[src/rtl/dickson_meter_pkg.sv]
// Shared types and helpers for the toggle-interval meter.
package dickson_meter_pkg;

  localparam int RATE_W = 16;

  typedef enum logic [0:0] {
    IDLE    = 1'b0,
    MEASURE = 1'b1
  } meter_state_t;

  function automatic int cycles_per_ms(input int clk_freq_mhz);
    return clk_freq_mhz * 32'sd1000;
  endfunction

endpackage

[src/rtl/dickson_edge_sync.sv]
// Synchronizes sig_in, optionally glitch-filters it (DICKSON_METER_FILTER_EN),
// and emits a one-cycle pulse on either transition of the conditioned level.
module dickson_edge_sync #(
  parameter int FILTER_CYCLES = 16
) (
  input  logic clk,
  input  logic reset,
  input  logic sig_in,
  output logic edge_pulse
);

  logic sync1_r;
  logic sync2_r;
  logic cond_s;
  logic cond_prev_r;

  // Two-flop synchronizer for the asynchronous input.
  always_ff @(posedge clk) begin
    if (!reset) begin
      sync1_r <= 1'b0;
      sync2_r <= 1'b0;
    end else begin
      sync1_r <= sig_in;
      sync2_r <= sync1_r;
    end
  end

`ifdef DICKSON_METER_FILTER_EN
  localparam int FCW = $clog2(FILTER_CYCLES + 1);

  logic           filt_r;
  logic [FCW-1:0] fcnt_r;

  // Conditioned level only follows after FILTER_CYCLES stable cycles.
  always_ff @(posedge clk) begin
    if (!reset) begin
      filt_r <= 1'b0;
      fcnt_r <= '0;
    end else if (sync2_r != filt_r) begin
      if (fcnt_r == FCW'(FILTER_CYCLES - 1)) begin
        filt_r <= sync2_r;
        fcnt_r <= '0;
      end else begin
        fcnt_r <= fcnt_r + {{(FCW-1){1'b0}}, 1'b1};
      end
    end else begin
      fcnt_r <= '0;
    end
  end

  assign cond_s = filt_r;
`else
  logic unused_filter_s;
  assign unused_filter_s = (FILTER_CYCLES > 32'sd0);
  assign cond_s          = sync2_r;
`endif

  // Previous conditioned level for transition detection.
  always_ff @(posedge clk) begin
    if (!reset) begin
      cond_prev_r <= 1'b0;
    end else begin
      cond_prev_r <= cond_s;
    end
  end

  assign edge_pulse = cond_s ^ cond_prev_r;

endmodule

[src/rtl/dickson_led_meter.sv]
// Measures the spacing between toggles of sig_in in rounded milliseconds and
// presents it through a valid/ready result register. Filter: DICKSON_METER_FILTER_EN.
module dickson_led_meter
  import dickson_meter_pkg::*;
#(
  parameter int CLK_FREQ_MHZ  = 100,
  parameter int TIMEOUT_MS    = 65535,
  parameter int FILTER_CYCLES = 16
) (
  input  logic              clk,
  input  logic              reset,
  input  logic              sig_in,
  input  logic              rate_ready,
  output logic [RATE_W-1:0] rate_ms,
  output logic              rate_valid,
  output logic              overrun
);

  localparam int C    = cycles_per_ms(CLK_FREQ_MHZ);
  localparam int HALF = C / 2;
  localparam int PW   = $clog2(C);

  meter_state_t      state_r;
  meter_state_t      state_nxt_s;
  logic [PW-1:0]     presc_r;
  logic [RATE_W-1:0] ms_r;
  logic              edge_s;
  logic              at_timeout_s;
  logic              round_up_s;
  logic [RATE_W-1:0] rounded_s;
  logic [RATE_W-1:0] rate_calc_s;
  logic              report_s;
  logic [RATE_W-1:0] report_val_s;
  logic              load_s;

  dickson_edge_sync #(
    .FILTER_CYCLES (FILTER_CYCLES)
  ) u_edge_sync (
    .clk        (clk),
    .reset      (reset),
    .sig_in     (sig_in),
    .edge_pulse (edge_s)
  );

  // Elapsed count is ms_r*C + presc_r; the timeout point is where rounding would pass TIMEOUT_MS.
  assign at_timeout_s = (state_r == MEASURE) && (ms_r == RATE_W'(TIMEOUT_MS)) &&
                        (presc_r == PW'(HALF));
  assign round_up_s   = (presc_r >= PW'(HALF));
  assign rounded_s    = ms_r + {{(RATE_W-1){1'b0}}, round_up_s};
  assign rate_calc_s  = (rounded_s == {RATE_W{1'b0}}) ? {{(RATE_W-1){1'b0}}, 1'b1} : rounded_s;

  // Next-state and report decode; timeout wins over a coincident edge.
  always_comb begin
    state_nxt_s  = state_r;
    report_s     = 1'b0;
    report_val_s = '0;
    load_s       = 1'b0;
    case (state_r)
      IDLE: begin
        if (edge_s) begin
          load_s      = 1'b1;
          state_nxt_s = MEASURE;
        end else begin
          state_nxt_s = IDLE;
        end
      end
      MEASURE: begin
        if (at_timeout_s) begin
          report_s     = 1'b1;
          report_val_s = '0;
          state_nxt_s  = IDLE;
        end else if (edge_s) begin
          report_s     = 1'b1;
          report_val_s = rate_calc_s;
          load_s       = 1'b1;
          state_nxt_s  = MEASURE;
        end else begin
          state_nxt_s = MEASURE;
        end
      end
      default: begin
        state_nxt_s = IDLE;
      end
    endcase
  end

  // FSM state register.
  always_ff @(posedge clk) begin
    if (!reset) begin
      state_r <= IDLE;
    end else begin
      state_r <= state_nxt_s;
    end
  end

  // Elapsed-time counters; loading 1 on an edge makes the count equal the spacing k.
  always_ff @(posedge clk) begin
    if (!reset) begin
      presc_r <= '0;
      ms_r    <= '0;
    end else if (load_s) begin
      presc_r <= PW'(1);
      ms_r    <= '0;
    end else if (state_r == MEASURE && !at_timeout_s) begin
      if (presc_r == PW'(C - 1)) begin
        presc_r <= '0;
        ms_r    <= ms_r + {{(RATE_W-1){1'b0}}, 1'b1};
      end else begin
        presc_r <= presc_r + {{(PW-1){1'b0}}, 1'b1};
        ms_r    <= ms_r;
      end
    end else begin
      presc_r <= presc_r;
      ms_r    <= ms_r;
    end
  end

  // Result register with valid/ready handshake and overrun flag.
  always_ff @(posedge clk) begin
    if (!reset) begin
      rate_ms    <= '0;
      rate_valid <= 1'b0;
      overrun    <= 1'b0;
    end else if (report_s) begin
      rate_ms    <= report_val_s;
      rate_valid <= 1'b1;
      overrun    <= rate_valid && !rate_ready;
    end else begin
      rate_ms    <= rate_ms;
      overrun    <= 1'b0;
      rate_valid <= rate_valid && !rate_ready;
    end
  end

endmodule

[config.mk]
export PLATFORM = sky130hd
export DESIGN_NAME = dickson_led_meter
export DESIGN_NICKNAME = d
export VERILOG_FILES = /design/src/rtl/dickson_meter_pkg.sv /design/src/rtl/dickson_edge_sync.sv /design/src/rtl/dickson_led_meter.sv
export SDC_FILE = /design/constraint.sdc
export NUM_CORES = 1
export LEC_CHECK = 0
export ABC_AREA = 1
export BUFFER_PORTS_ARGS = -buffer_cell sky130_fd_sc_hd__clkbuf_2
export CELL_PAD_IN_SITES_DETAIL_PLACEMENT = 0
export CELL_PAD_IN_SITES_GLOBAL_PLACEMENT = 2
export CORE_ASPECT_RATIO = 1.25
export CORE_MARGIN = 2
export CORE_UTILIZATION = 30
export CTS_BUF_LIST = sky130_fd_sc_hd__clkbuf_16
export DETAILED_ROUTE_END_ITERATION = 16
export HOLD_SLACK_MARGIN = 0.06
export MAX_ROUTING_LAYER = met4
export PLACE_DENSITY = 0.71
export SYNTH_ARGS = -nofsm -noshare
export SYNTH_HDL_FRONTEND = slang
export SYNTH_SLANG_ARGS = --single-unit
[constraint.sdc]
create_clock -name clk -period 2.8 [get_ports clk]
set_input_delay 0.28 -clock clk [delete_from_list [all_inputs] [get_ports clk]]
set_output_delay 0.28 -clock clk [all_outputs]
set_load 0.02 [all_outputs]
Word-level counts from Yosys, hierarchy flattened
Index checks and enable logic that the tools add are counted.
{ "op_classes": {"addsub": 3, "magnitude_cmp": 1, "eq_ne": 3, "muxes": 15, "n_bitwise": 3, "reduce_logical": 11} }
{ "op_table": {"columns": ["cell", "count"], "rows": [
  ["2-to-1 mux 16 bit", 4],
  ["adder 17 x 1 -> 17 bit, second input constant", 1],
  ["equality test 17 x 16 -> 1 bit, second input constant", 1],
  ["equality test 17 bit, second input constant", 1],
  [">= comparator 17 x 16 -> 1 bit, second input constant", 1],
  ["2-to-1 mux 17 bit", 1],
  ["adder 16 x 1 -> 16 bit", 1],
  ["adder 16 x 1 -> 16 bit, second input constant", 1],
  ["equality test 16 bit, second input constant", 1],
  ["zero test 16 bit", 1],
  ["2-to-1 mux 1 bit", 8],
  ["logical AND 1 bit", 4],
  ["one-hot mux 1 bit (2 select lines)", 2],
  ["AND reduction 2 bit", 2],
  ["zero test 1 bit", 2],
  ["inverter 1 bit", 2],
  ["nonzero test 2 bit", 1],
  ["OR reduction 2 bit", 1],
  ["bitwise XOR 1 bit", 1]
]} }
{ "totals": {"reg_bits": 55, "output_inout_bits": 18, "wordCells": 46} }

Longest topological paths before layout
Gate-level depths: netlist of the first run.
{ "depth": {"ltp_word": 7, "depth_mapped": 19, "ltp_nobuf": 18} }

Modules after synthesis
A second synthesis of the first run with hierarchy kept.
{ "unflattened": {"hier_cells": 497, "hier_area_um2": 3355.7} }
{ "modules_own_cells": {"columns": ["module", "n_inst", "cells_each", "area_each_um2", "seq_area_each_um2"], "rows": [
  ["dickson_led_meter", 1, 483, 3254.4, 1041.0],
  ["dickson_edge_sync", 1, 14, 101.3, 60.1]
]} }

Worst setup path after synthesis of the first run
OpenSTA, ideal clock, no wires.
{ "synth_path": {"kind": "register to register", "from": "register presc_r[8]", "to": "register rate_ms[0]", "t_arrival_ns": 2.305, "t_required_ns": 2.729, "slack_ns": 0.424, "path_stages_with_launch": 18, "n_path_buf": 1, "path_cell_list": "dfxtp_1 -> clkbuf_2 -> nand2_1 -> a21oi_1 -> nor3_1 -> o21ai_0 -> ha_1 -> ha_1 -> nand3_1 -> nor2_2 -> nand2_1 -> o21ai_0 -> nand2_1 -> nor2_1 -> nand3_2 -> nand2_1 -> nand2_1 -> a21oi_1"} }
{ "synth_via": {"elab_chain_cells": 7, "elab_cells_between_ends": 11, "classes_between": "1 x add/sub; 1 x order compare; 1 x eq/ne; 6 x mux; 2 x reduce/logical"} }
{ "synth_rtl": {"columns": ["element", "line_no", "text"], "rows": [
  ["from (decl)", "dickson_led_meter.sv:25", "logic [PW-1:0] presc_r;"],
  ["from (signal assigned)", "dickson_led_meter.sv:109", "presc_r <= presc_r + {{(PW-1){1'b0}}, 1'b1};"],
  ["from (signal assigned)", "dickson_led_meter.sv:113", "presc_r <= presc_r;"],
  [">= comparator 17 x 16 -> 1 bit", "dickson_led_meter.sv:48", "assign round_up_s = (presc_r >= PW'(HALF));"],
  ["adder 16 x 1 -> 16 bit", "dickson_led_meter.sv:49", "assign rounded_s = ms_r + {{(RATE_W-1){1'b0}}, round_up_s};"],
  ["zero test 16 bit", "dickson_led_meter.sv:50", "assign rate_calc_s = (rounded_s == {RATE_W{1'b0}}) ? {{(RATE_W-1){1'b0}}, 1'b1} : rounded_s;"],
  ["2-to-1 mux 16 bit", "dickson_led_meter.sv:50", null],
  ["2-to-1 mux 16 bit", "dickson_led_meter.sv:72", "end else if (edge_s) begin"],
  ["2-to-1 mux 16 bit", "dickson_led_meter.sv:68", "if (at_timeout_s) begin"],
  ["2-to-1 mux 16 bit", "dickson_led_meter.sv:58", "case (state_r)"],
  ["to (signal assigned)", "dickson_led_meter.sv:125", "rate_ms <= report_val_s;"],
  ["to (signal assigned)", "dickson_led_meter.sv:129", "rate_ms <= rate_ms;"],
  ["to (decl)", "dickson_led_meter.sv:14", "output logic [RATE_W-1:0] rate_ms,"]
]} }
Parallel ways exist; a longest one is shown, timed or not.
A chain may end at the register's enable or synchronous reset.

Worst setup path after layout of the first run
{ "layout_path": {"from": "register presc_r[4]", "to": "register rate_ms[0]"} }
Same word-level chain as after synthesis.

==> flow_metrics.tcl, run 1 <==
set metrics [dict create \
    status "finished, final reports clean" \
    setup_tns_ns 0 \
    cp_cell_sequence "o211ai_1 > a21oi_1 > nor3_1 > o21ai_1 > ha_2 > ha_1 > or2_2 > nor2_1 > nand2_1 > nor2_1 > nand2_1 > nor2_1 > nand3_2 > nand2_1 > nand2_1 > a21oi_1" \
    post_cts_buffers 0 \
    synth_cells 483 \
    skew_ns 0.008909 \
    via_per_inst 4.727 \
    path_delay_family "simple AND/OR/NAND/NOR gates" \
    max_slew_margin_pct 58.22 \
    ys_seq_area_share_pct 34.25 \
    antenna_cells 0 \
    io-pin-count 22 \
    fin_crit_sh_pct 91.15 \
    start_util_pct 30.58 \
    synth.most_common_cell "nand2_1" \
    post-route-min-period_ns 2.552 \
    antenna_found_initial 0 \
    dp.cells 645 \
    yosysTopAreaCell "dfxtp_1" \
    worst_ep_required_time_ns 3.02 \
    power.share.sequential_pct 52.8 \
    r2r-end "rate_ms[0]$_SDFFE_PN0P_" \
    clock_power_share_pct 41.9 \
    first_iter_violations 105 \
    clk_pin_slew_ns 0.07 \
    syn-num-nets 492 \
    path_class "flop to flop" \
    finalHoldViolations 0 \
    grt_pass1_wl_um 15070 \
    dieArea_um2 11560 \
    critPathLaunchType "flop" \
    dpl.hpwl_um 7409 \
    cts_tree "done" \
    grt_pass1_vias 3045 \
    cts_made_buffers 5 \
    leakagePower_nw 1.376 \
    fin_nets 529 \
    p_per_area_nw_per_um2 401.9 \
    ys_warn_count 0 \
    grtUsageTotal_pct 17.56 \
    async_reset_ff_share_pct 0 \
    antenna_left 0 \
    crit_fanout 6 \
    tightest_slew_ns 0.6252 \
    drc 0 \
    ys_ff_latch 55 \
    wirelength_um 9450 \
    maxSlewViolCount 0 \
    drive_above_1_share_pct 16.31 \
    dr.pass1.iters 4 \
    place_ws_ns 0.1408 \
    startpoint "presc_r[4]$_SDFFE_PP0P_" \
    reg2reg_depth 16 \
    vias 3087 \
    area_growth_pct 16.12 \
    cts-root-buf "clkbuf_16" \
    critPathMaxStageDelay_ns 0.35 \
    synthTopCellsByCount "nand2_1, nor2_1, dfxtp_1" \
    p_comb_share_pct 5.3 \
    die_h_um 119.7 \
    die-width_um 96.58 \
    cp.depth 16 \
    htree_num_levels 2 \
    syn_avg_cell_area_um2 6.655 \
    cts_sinks 55 \
    p_sw_w 0.0003611 \
    grt_max_degree 19 \
    clockBufferDepth 2 \
    power.internal_w 0.001139 \
    rrSetupSlack_ns 0.25 \
    path_common_cell "nand2_1" \
    setup_slack_ns 0.2478 \
    swShare_pct 24.08 \
    port_buffers 21 \
    ys_top_cells_by_area "dfxtp_1, nand2_1, nor2_1" \
    crit_slowest_cell "dfxtp_1" \
    synth_edf_count 0 \
    wl_per_cell_um 14.47 \
    clock_latency_ns 0.30 \
    fmax_mhz 391.8 \
    worst_ir_drop_vdd_mv 0.2290 \
    overflow 0 \
    core-area_um2 10510 \
    synth_top_cell_area_share_pct 34.25 \
    endpoint_kind "flop" \
    place_congestion 0.8024 \
    worstPathArrival_ns 2.77 \
    cp_num_buf_inv 0 \
    rows 42 \
    synth_top_flop_cell "dfxtp_1" \
    cp-endpoint "rate_ms[0]$_SDFFE_PN0P_" \
    hp-class "primary input to flop" \
    maxCapViolCount 0 \
    final_cells 653 \
    rr_startpoint "presc_r[4]$_SDFFE_PP0P_" \
    finalPower_w 0.001500 \
    setup_violations 0 \
    syn_area_um2 3214 \
    grt_setup_unrepaired "false" \
    synth.distinct_cells 33 \
]
==> worst register-to-register path, cell delays in order, from the launching register on <==
cell      delay (ns)
dfxtp_1         0.35
o211ai_1        0.19
a21oi_1         0.08
nor3_1          0.16
o21ai_1         0.09
ha_2            0.19
ha_1            0.31
or2_2           0.28
nor2_1          0.10
nand2_1         0.05
nor2_1          0.08
nand2_1         0.07
nor2_1          0.12
nand3_2         0.13
nand2_1         0.09
nand2_1         0.05
a21oi_1         0.12
==> logic make-up after synthesis <==
kind of cell / synth area share [%]
buffers and inverters: 7.824
XOR/XNOR: 5.450
AND/OR/NAND/NOR: 39.90
AO/OA/AOI/OAI: 10.63
flip-flops: 34.25
adder cells (fa/ha/maj): 1.946
==> placed cells by master (no fill, tap or decap), drive strengths merged <==
cell and n:
ha 5, nor3 7, nand4 13, a31oi 1
nand2 151, dfxtp 55, o21bai 1, clkbuf 26
xnor2 1, nand3b 3, clkinv 4, o21ai 9
or2 2, nor2 64, nor3b 4, o211ai 1
a21oi 40, inv 51, xor2 19, nor4 5
nand3 41, buf 18
==> metal layers <==
| layer | global-route usage [%] | up-vias | wire length, um |
|---|---|---|---|
| li1 | - | 1625 | - |
| met1 | 18.85 | 1419 | 4015 |
| met2 | 32.77 | 28 | 5109 |
| met3 | 2.448 | 15 | 161 |
| met4 | 5.018 | 0 | 164 |
| met5 | - | - | 0 |
==> final cells by class <==
cell class / instances / area, um^2
clock buffer: 5 / 125.1
timing repair buffer: 39 / 252.7
fill: 1181 / 6778
tap: 132 / 165.2
multi-input combinational: 367 / 1877
inverter: 52 / 195.2
sequential: 55 / 1101
clock inverter: 3 / 16.27
==> worst min-delay path by stage <==
stage	start	endpoint	cells past startpoint
2_1_floorplan	reset	u_edge_sync.cond_s$_SDFF_PN0_	2
6_report	sig_in	u_edge_sync.sync1_r$_SDFF_PN0_	3
3_5_place_dp	u_edge_sync.sync1_r$_SDFF_PN0_	u_edge_sync.cond_s$_SDFF_PN0_	2
5_1_grt	sig_in	u_edge_sync.sync1_r$_SDFF_PN0_	3
4_1_cts	sig_in	u_edge_sync.sync1_r$_SDFF_PN0_	3
3_3_place_gp	u_edge_sync.sync1_r$_SDFF_PN0_	u_edge_sync.cond_s$_SDFF_PN0_	2
==> metrics by stage <==
stage | cell area [um^2] | hold slack [ns] | util, %
after detailed placement | 3576 | 0.4016 | 34.02
final | 3732 | 0.1681 | 35.51
after CTS | 3717 | 0.1626 | 35.37
after global routing | 3732 | 0.1765 | 35.51
after floorplan | 3214 | 0.3735 | -
after global placement | 3576 | 0.3947 | 34.02
==> sequential cells by signal, indices dropped and copies added (netlist names) <==
| name | flops |
|---|---|
| rate_ms | 16 |
| u_edge_sync.sync1_r | 1 |
| overrun | 1 |
| ms_r | 16 |
| rate_valid | 1 |
| u_edge_sync.cond_prev_r | 1 |
| state_r | 1 |
| presc_r | 17 |
| u_edge_sync.cond_s | 1 |
==> power groups by stage <==
stage          Sequential, W  Combinational, W  Clock, W
2_1_floorplan       0.000810         0.0000520         0
3_3_place_gp        0.000810         0.0000812         0
3_5_place_dp        0.000810         0.0000816         0
4_1_cts             0.000791         0.0000816  0.000657
5_1_grt             0.000792         0.0000883  0.000673
6_report            0.000792         0.0000797  0.000629
==> timing repair <==
action                     4_1_cts  5_1_grt
resized for setup                0        5
setup endpoints to repair        0        6
hold buffers                     0        0
Power figures use the tool's default switching activity.
==> inputs of run 2 (changes only) <==
REMOVE_ABC_BUFFERS = 1   (was unset)
==> run 2 against run 1 <==
Net effect:
- clock skew is 0.0046 ns lower
- global-route usage decreased by 0.20 points
- sequential share of layout area fell by 0.46 points
- register-to-register slack improved by 0.04 ns
- critical path depth unchanged
- final cell count rose by 0.61%
- die area did not move
- core utilization increased by 0.64 points
- clock-buffer cell count did not move
- critical endpoint unchanged
- largest cell class unchanged
- highest routed layer unchanged
==> flow_metrics.tcl, run 2 (synthesis results as in run 1) <==
set metrics [dict create \
    layout_common_cells "nand2_1, nor2_1, dfxtp_1, inv_1, nand3_1" \
    hp-start "sig_in" \
    final_cells 657 \
    dieArea_um2 11560 \
    antenna_cells 0 \
    port_buffers 21 \
    maxSlewViolCount 0 \
    area_growth_pct 18.22 \
    die_h_um 119.7 \
    rr_startpoint "presc_r[4]$_SDFFE_PP0P_" \
    grt_pass1_vias 3040 \
    vias 3102 \
    startpoint "presc_r[4]$_SDFFE_PP0P_" \
    via_per_inst 4.721 \
    tightest_slew_ns 0.5900 \
    p_comb_share_pct 5.0 \
    grt_max_degree 19 \
    cts_made_buffers 5 \
    critPathLaunchType "flop" \
    fin_nets 533 \
    dp.cells 647 \
    fmax_mhz 398.3 \
    cts_sinks 55 \
    wirelength_um 9291 \
    met1_length_um 3882 \
    power.internal_w 0.001235 \
    worst_ep_required_time_ns 3.02 \
    drc 0 \
    place_congestion 0.8096 \
    largest_reg_flops 17 \
    drive_above_1_share_pct 18.29 \
    top_register "presc_r" \
    grtUsageTotal_pct 17.36 \
    io-pin-count 22 \
    swShare_pct 23.14 \
    post-route-min-period_ns 2.511 \
    start_util_pct 30.58 \
    cts-root-buf "clkbuf_16" \
    rows 42 \
    path_class "flop to flop" \
    first_iter_violations 63 \
    endpoint_kind "flop" \
    core-area_um2 10510 \
    maxCapViolCount 0 \
    status "finished, final reports clean" \
    grt_pass1_wl_um 14760 \
    setup_tns_ns 0 \
    clock_power_share_pct 45.7 \
    worst_ir_drop_vdd_mv 0.2343 \
    hp-class "primary input to flop" \
    clockBufferDepth 2 \
    antenna_found_initial 0 \
    top_layer "met4" \
    antenna_left 0 \
    dpl.hpwl_um 7260 \
    leakagePower_nw 1.407 \
    cts_tree "done" \
    p_per_area_nw_per_um2 422.9 \
    clk_pin_slew_ns 0.07 \
    worstPathArrival_ns 2.73 \
    htree_num_levels 2 \
    largestRegisters "presc_r: 17 flops, ms_r: 16 flops, rate_ms: 16 flops" \
    max_slew_margin_pct 60.57 \
    power.share.sequential_pct 49.2 \
    skew_ns 0.004350 \
    crit_fanout 6 \
    overflow 0 \
    final_common_cell "nand2_1" \
    dr_wl_met2_um 4825 \
    grt_setup_unrepaired "false" \
    fin_crit_sh_pct 89.67 \
    finalHoldViolations 0 \
    dr.pass1.iters 4 \
    die-width_um 96.58 \
    clock_latency_ns 0.30 \
    wl_met3_um 172 \
    setup_violations 0 \
    wl_per_cell_um 14.14 \
    p_sw_w 0.0003719 \
]
==> run 2: cell types whose count changed in the layout (fill, tap and decap cells not counted), sizes merged <==
cell / previous run / this run
inv: 51 / 50
bufinv: 0 / 1
buf: 18 / 22
==> run 2: cell type report <==
cell class                      instances  area, um^2
Clock buffer                            5       125.1
Clock inverter                          3       43.79
Fill cell                            1166        6710
Inverter                               52       195.2
Multi-Input combinational cell        367        1884
Sequential cell                        55        1104
Tap cell                              132       165.2
Timing Repair Buffer                   43       282.8
==> run 2: per-layer routing <==
metal	up-vias	global-route usage, %
li1	1635	-
met1	1394	18.62
met2	52	30.77
met3	21	2.448
met4	0	8.275
met5	-	-
==> run 2: path summary, 6_finish.rpt <==
| path | endpoint | slack, ns | cells past startpoint |
|---|---|---|---|
| min | u_edge_sync.sync1_r$_SDFF_PN0_ | 0.17 | 3 |
| max reg2reg | rate_ms[0]$_SDFFE_PN0P_ | 0.29 | 16 |
| min reg2reg | u_edge_sync.cond_s$_SDFF_PN0_ | 0.41 | 2 |
| max | rate_ms[0]$_SDFFE_PN0P_ | 0.29 | 16 |
==> run 2: critical path, cell delays in order, from the launching register on <==
cell and delay, ns:
dfxtp_2 0.34, o211ai_1 0.10, a21oi_1 0.17, nor3_1 0.06, o21ai_1 0.16, ha_2 0.22, ha_2 0.28, or2_2 0.27
nor2_1 0.10, nand2_1 0.05, nor2_1 0.08, nand2_1 0.07, nor2_1 0.12, nand3_2 0.16, nand2_1 0.09, nand2_1 0.05
a21oi_1 0.11
==> run 2: through the flow <==
step | hold slack (ns) | power (W) | utilization (%) | instance area (um^2) | setup WS [ns]
floorplan | 0.3735 | 0.0008538 | - | 3158 | 0.4323
global placement | 0.3946 | 0.0008935 | 34.17 | 3591 | 0.1651
detailed placement | 0.3990 | 0.0008932 | 34.17 | 3591 | 0.09772
CTS | 0.1610 | 0.001631 | 35.77 | 3760 | 0.06680
global route | 0.1708 | 0.001672 | 36.15 | 3800 | 0.03109
finish | 0.1661 | 0.001607 | 36.15 | 3800 | 0.2893
==> run 2: power by group through the flow <==
stage | clock, W | sequential, W | combinational, W
finish | 0.000735 | 0.000791 | 0.0000809
global route | 0.000790 | 0.000792 | 0.0000889
CTS | 0.000756 | 0.000791 | 0.0000835
detailed placement | 0 | 0.000810 | 0.0000832
global placement | 0 | 0.000810 | 0.0000836
floorplan | 0 | 0.000810 | 0.0000439
==> run 2: timing repair <==
action	4_1_cts	5_1_grt
setup buffers	0	2
hold buffers	0	0
endpoints found under the setup margin	0	6
gates resized for setup	0	10
==> inputs of run 3 (changes only) <==
CELL_PAD_IN_SITES_DETAIL_PLACEMENT = unset   (was 0)
CELL_PAD_IN_SITES_GLOBAL_PLACEMENT = unset   (was 2)
PLACE_DENSITY = 0.44   (was 0.71)
SKIP_CTS_REPAIR_TIMING = 1   (was unset)
==> run 3 against run 2 <==
Net effect:
- worst hold slack improved by 0.015 ns
- critical path depth fell by 2
- power fell by 2.7%
- worst setup slack got worse by 0.012 ns
- flip-flop and latch count did not move
- design area fell by 1.3%
- fmax fell by 0.46%
- core utilization fell by 0.45 points
- register-to-register slack barely moved
- critical path type unchanged
- largest cell class unchanged
- highest routed layer unchanged
==> flow_metrics.tcl, run 3 (synthesis results as in run 1) <==
set metrics [dict create \
    status "finished, final reports clean" \
    p_comb_share_pct 4.7 \
    tightest_slew_ns 0.5627 \
    hp-class "primary input to flop" \
    rows 42 \
    core-area_um2 10510 \
    clk_pin_slew_ns 0.07 \
    dp.cells 640 \
    place_congestion 0.8884 \
    multi_input_area_um2 1906 \
    swShare_pct 21.58 \
    worst_ep_required_time_ns 3.01 \
    leakagePower_nw 1.368 \
    top_register "presc_r" \
    clockBufferDepth 2 \
    antenna_found_initial 0 \
    regArea_um2 1105 \
    cts_sinks 55 \
    dr.pass1.iters 4 \
    dpl_cell_area_um2 3526 \
    wirelength_um 8565 \
    worst_ir_drop_vdd_mv 0.2666 \
    critPathLaunchType "flop" \
    p_sw_w 0.0003374 \
    power.share.sequential_pct 50.7 \
    cts_tree "done" \
    vias 3070 \
    fin_nets 526 \
    maxCapViolCount 0 \
    htree_num_levels 2 \
    path_class "flop to flop" \
    antenna_left 0 \
    antenna_cells 0 \
    start_util_pct 30.58 \
    grt_max_degree 19 \
    post-route-min-period_ns 2.522 \
    die_h_um 119.7 \
    clock_latency_ns 0.29 \
    met1_length_um 3719 \
    setup_violations 0 \
    largest_reg_flops 17 \
    cts_made_buffers 5 \
    wl_per_cell_um 13.18 \
    max_slew_margin_pct 62.39 \
    largestRegisters "presc_r: 17 flops, ms_r: 16 flops, rate_ms: 16 flops" \
    area_growth_pct 16.74 \
    via_per_inst 4.723 \
    fin_util_pct 35.70 \
    dpl.hpwl_um 6743 \
    io-pin-count 22 \
    fmax_mhz 396.5 \
    endpoint_kind "flop" \
    rrSetupSlack_ns 0.28 \
    crit_fanout 6 \
    fillers 1188 \
    final_cells 650 \
    worstPathArrival_ns 2.73 \
    grt_setup_unrepaired "false" \
    cts-root-buf "clkbuf_16" \
    port_buffers 21 \
    clock_power_share_pct 44.6 \
    drive_above_1_share_pct 17.76 \
    setup_tns_ns 0 \
    drc 0 \
    fin_crit_sh_pct 90.08 \
    timing.hold.ws_ns 0.1811 \
    top_layer "met4" \
    grt_pass1_vias 3000 \
    grt_pass1_wl_um 14520 \
    die-width_um 96.58 \
    grtUsageTotal_pct 16.46 \
    final_common_cell "nand2_1" \
    finish.instance_area_um2 3752 \
    power.internal_w 0.001226 \
    maxSlewViolCount 0 \
    skew_ns 0.007835 \
    dr_wl_met2_um 4343 \
    finalHoldViolations 0 \
    p_per_area_nw_per_um2 416.5 \
    dieArea_um2 11560 \
    layout_common_cells "nand2_1, nor2_1, dfxtp_1, inv_1, nand3_1" \
    wl_met3_um 170 \
    overflow 0 \
    first_iter_violations 118 \
]
run 3: changes by cell type in the layout (fill, tap and decap cells not counted), sizes merged:
cell / previous run / this run
buf: 22 / 15
run 3: cell type report:
| class | count | share of cell area [%] |
|---|---|---|
| Clock buffer | 5 | 3.334 |
| Tap cell | 132 | 4.401 |
| Timing Repair Buffer | 36 | 5.802 |
| Multi-Input combinational cell | 367 | 50.78 |
| Inverter | 52 | 5.202 |
| Sequential cell | 55 | 29.44 |
| Clock inverter | 3 | 1.034 |
run 3: metal layers:
| metal | vias to the layer above | GRT usage (%) |
|---|---|---|
| li1 | 1621 | - |
| met1 | 1385 | 19.38 |
| met2 | 40 | 27.99 |
| met3 | 24 | 2.072 |
| met4 | 0 | 6.690 |
| met5 | - | - |
run 3: worst paths after layout:
path	from	to	depth (start not counted)
max	presc_r[6]$_SDFFE_PP0P_	rate_ms[0]$_SDFFE_PN0P_	14
max reg2reg	presc_r[6]$_SDFFE_PP0P_	rate_ms[0]$_SDFFE_PN0P_	14
min	sig_in	u_edge_sync.sync1_r$_SDFF_PN0_	3
min reg2reg	u_edge_sync.sync1_r$_SDFF_PN0_	u_edge_sync.cond_s$_SDFF_PN0_	2
run 3: power groups by stage:
stage                     combinational [W]  sequential, W  clock [W]
final                             0.0000737       0.000792   0.000697
after global routing              0.0000822       0.000792   0.000746
after CTS                         0.0000755       0.000792   0.000726
after detailed placement          0.0000752       0.000810          0
after global placement            0.0000760       0.000810          0
after floorplan                   0.0000439       0.000810          0
run 3: worst max-delay path, cell delays in order, from the launching register on:
cell and delay, ns:
dfxtp_1 0.35, o211ai_1 0.12, a21oi_2 0.16, nor3_2 0.06, o21ai_1 0.16, ha_2 0.24, nand3_1 0.11, nor2_1 0.31
xor2_1 0.31, nand2_1 0.09, nor2_1 0.12, nand3_2 0.14, nand2_1 0.10, nand2_1 0.05, a21oi_1 0.13
run 3: stage by stage:
| step | setup slack, ns | total power (W) |
|---|---|---|
| 2_1_floorplan | 0.4323 | 0.0008538 |
| 3_5_place_dp | 0.1252 | 0.0008854 |
| 5_1_grt | 0.0009583 | 0.001621 |
| 3_3_place_gp | 0.1780 | 0.0008858 |
| 4_1_cts | 0.1059 | 0.001594 |
| 6_report | 0.2777 | 0.001563 |
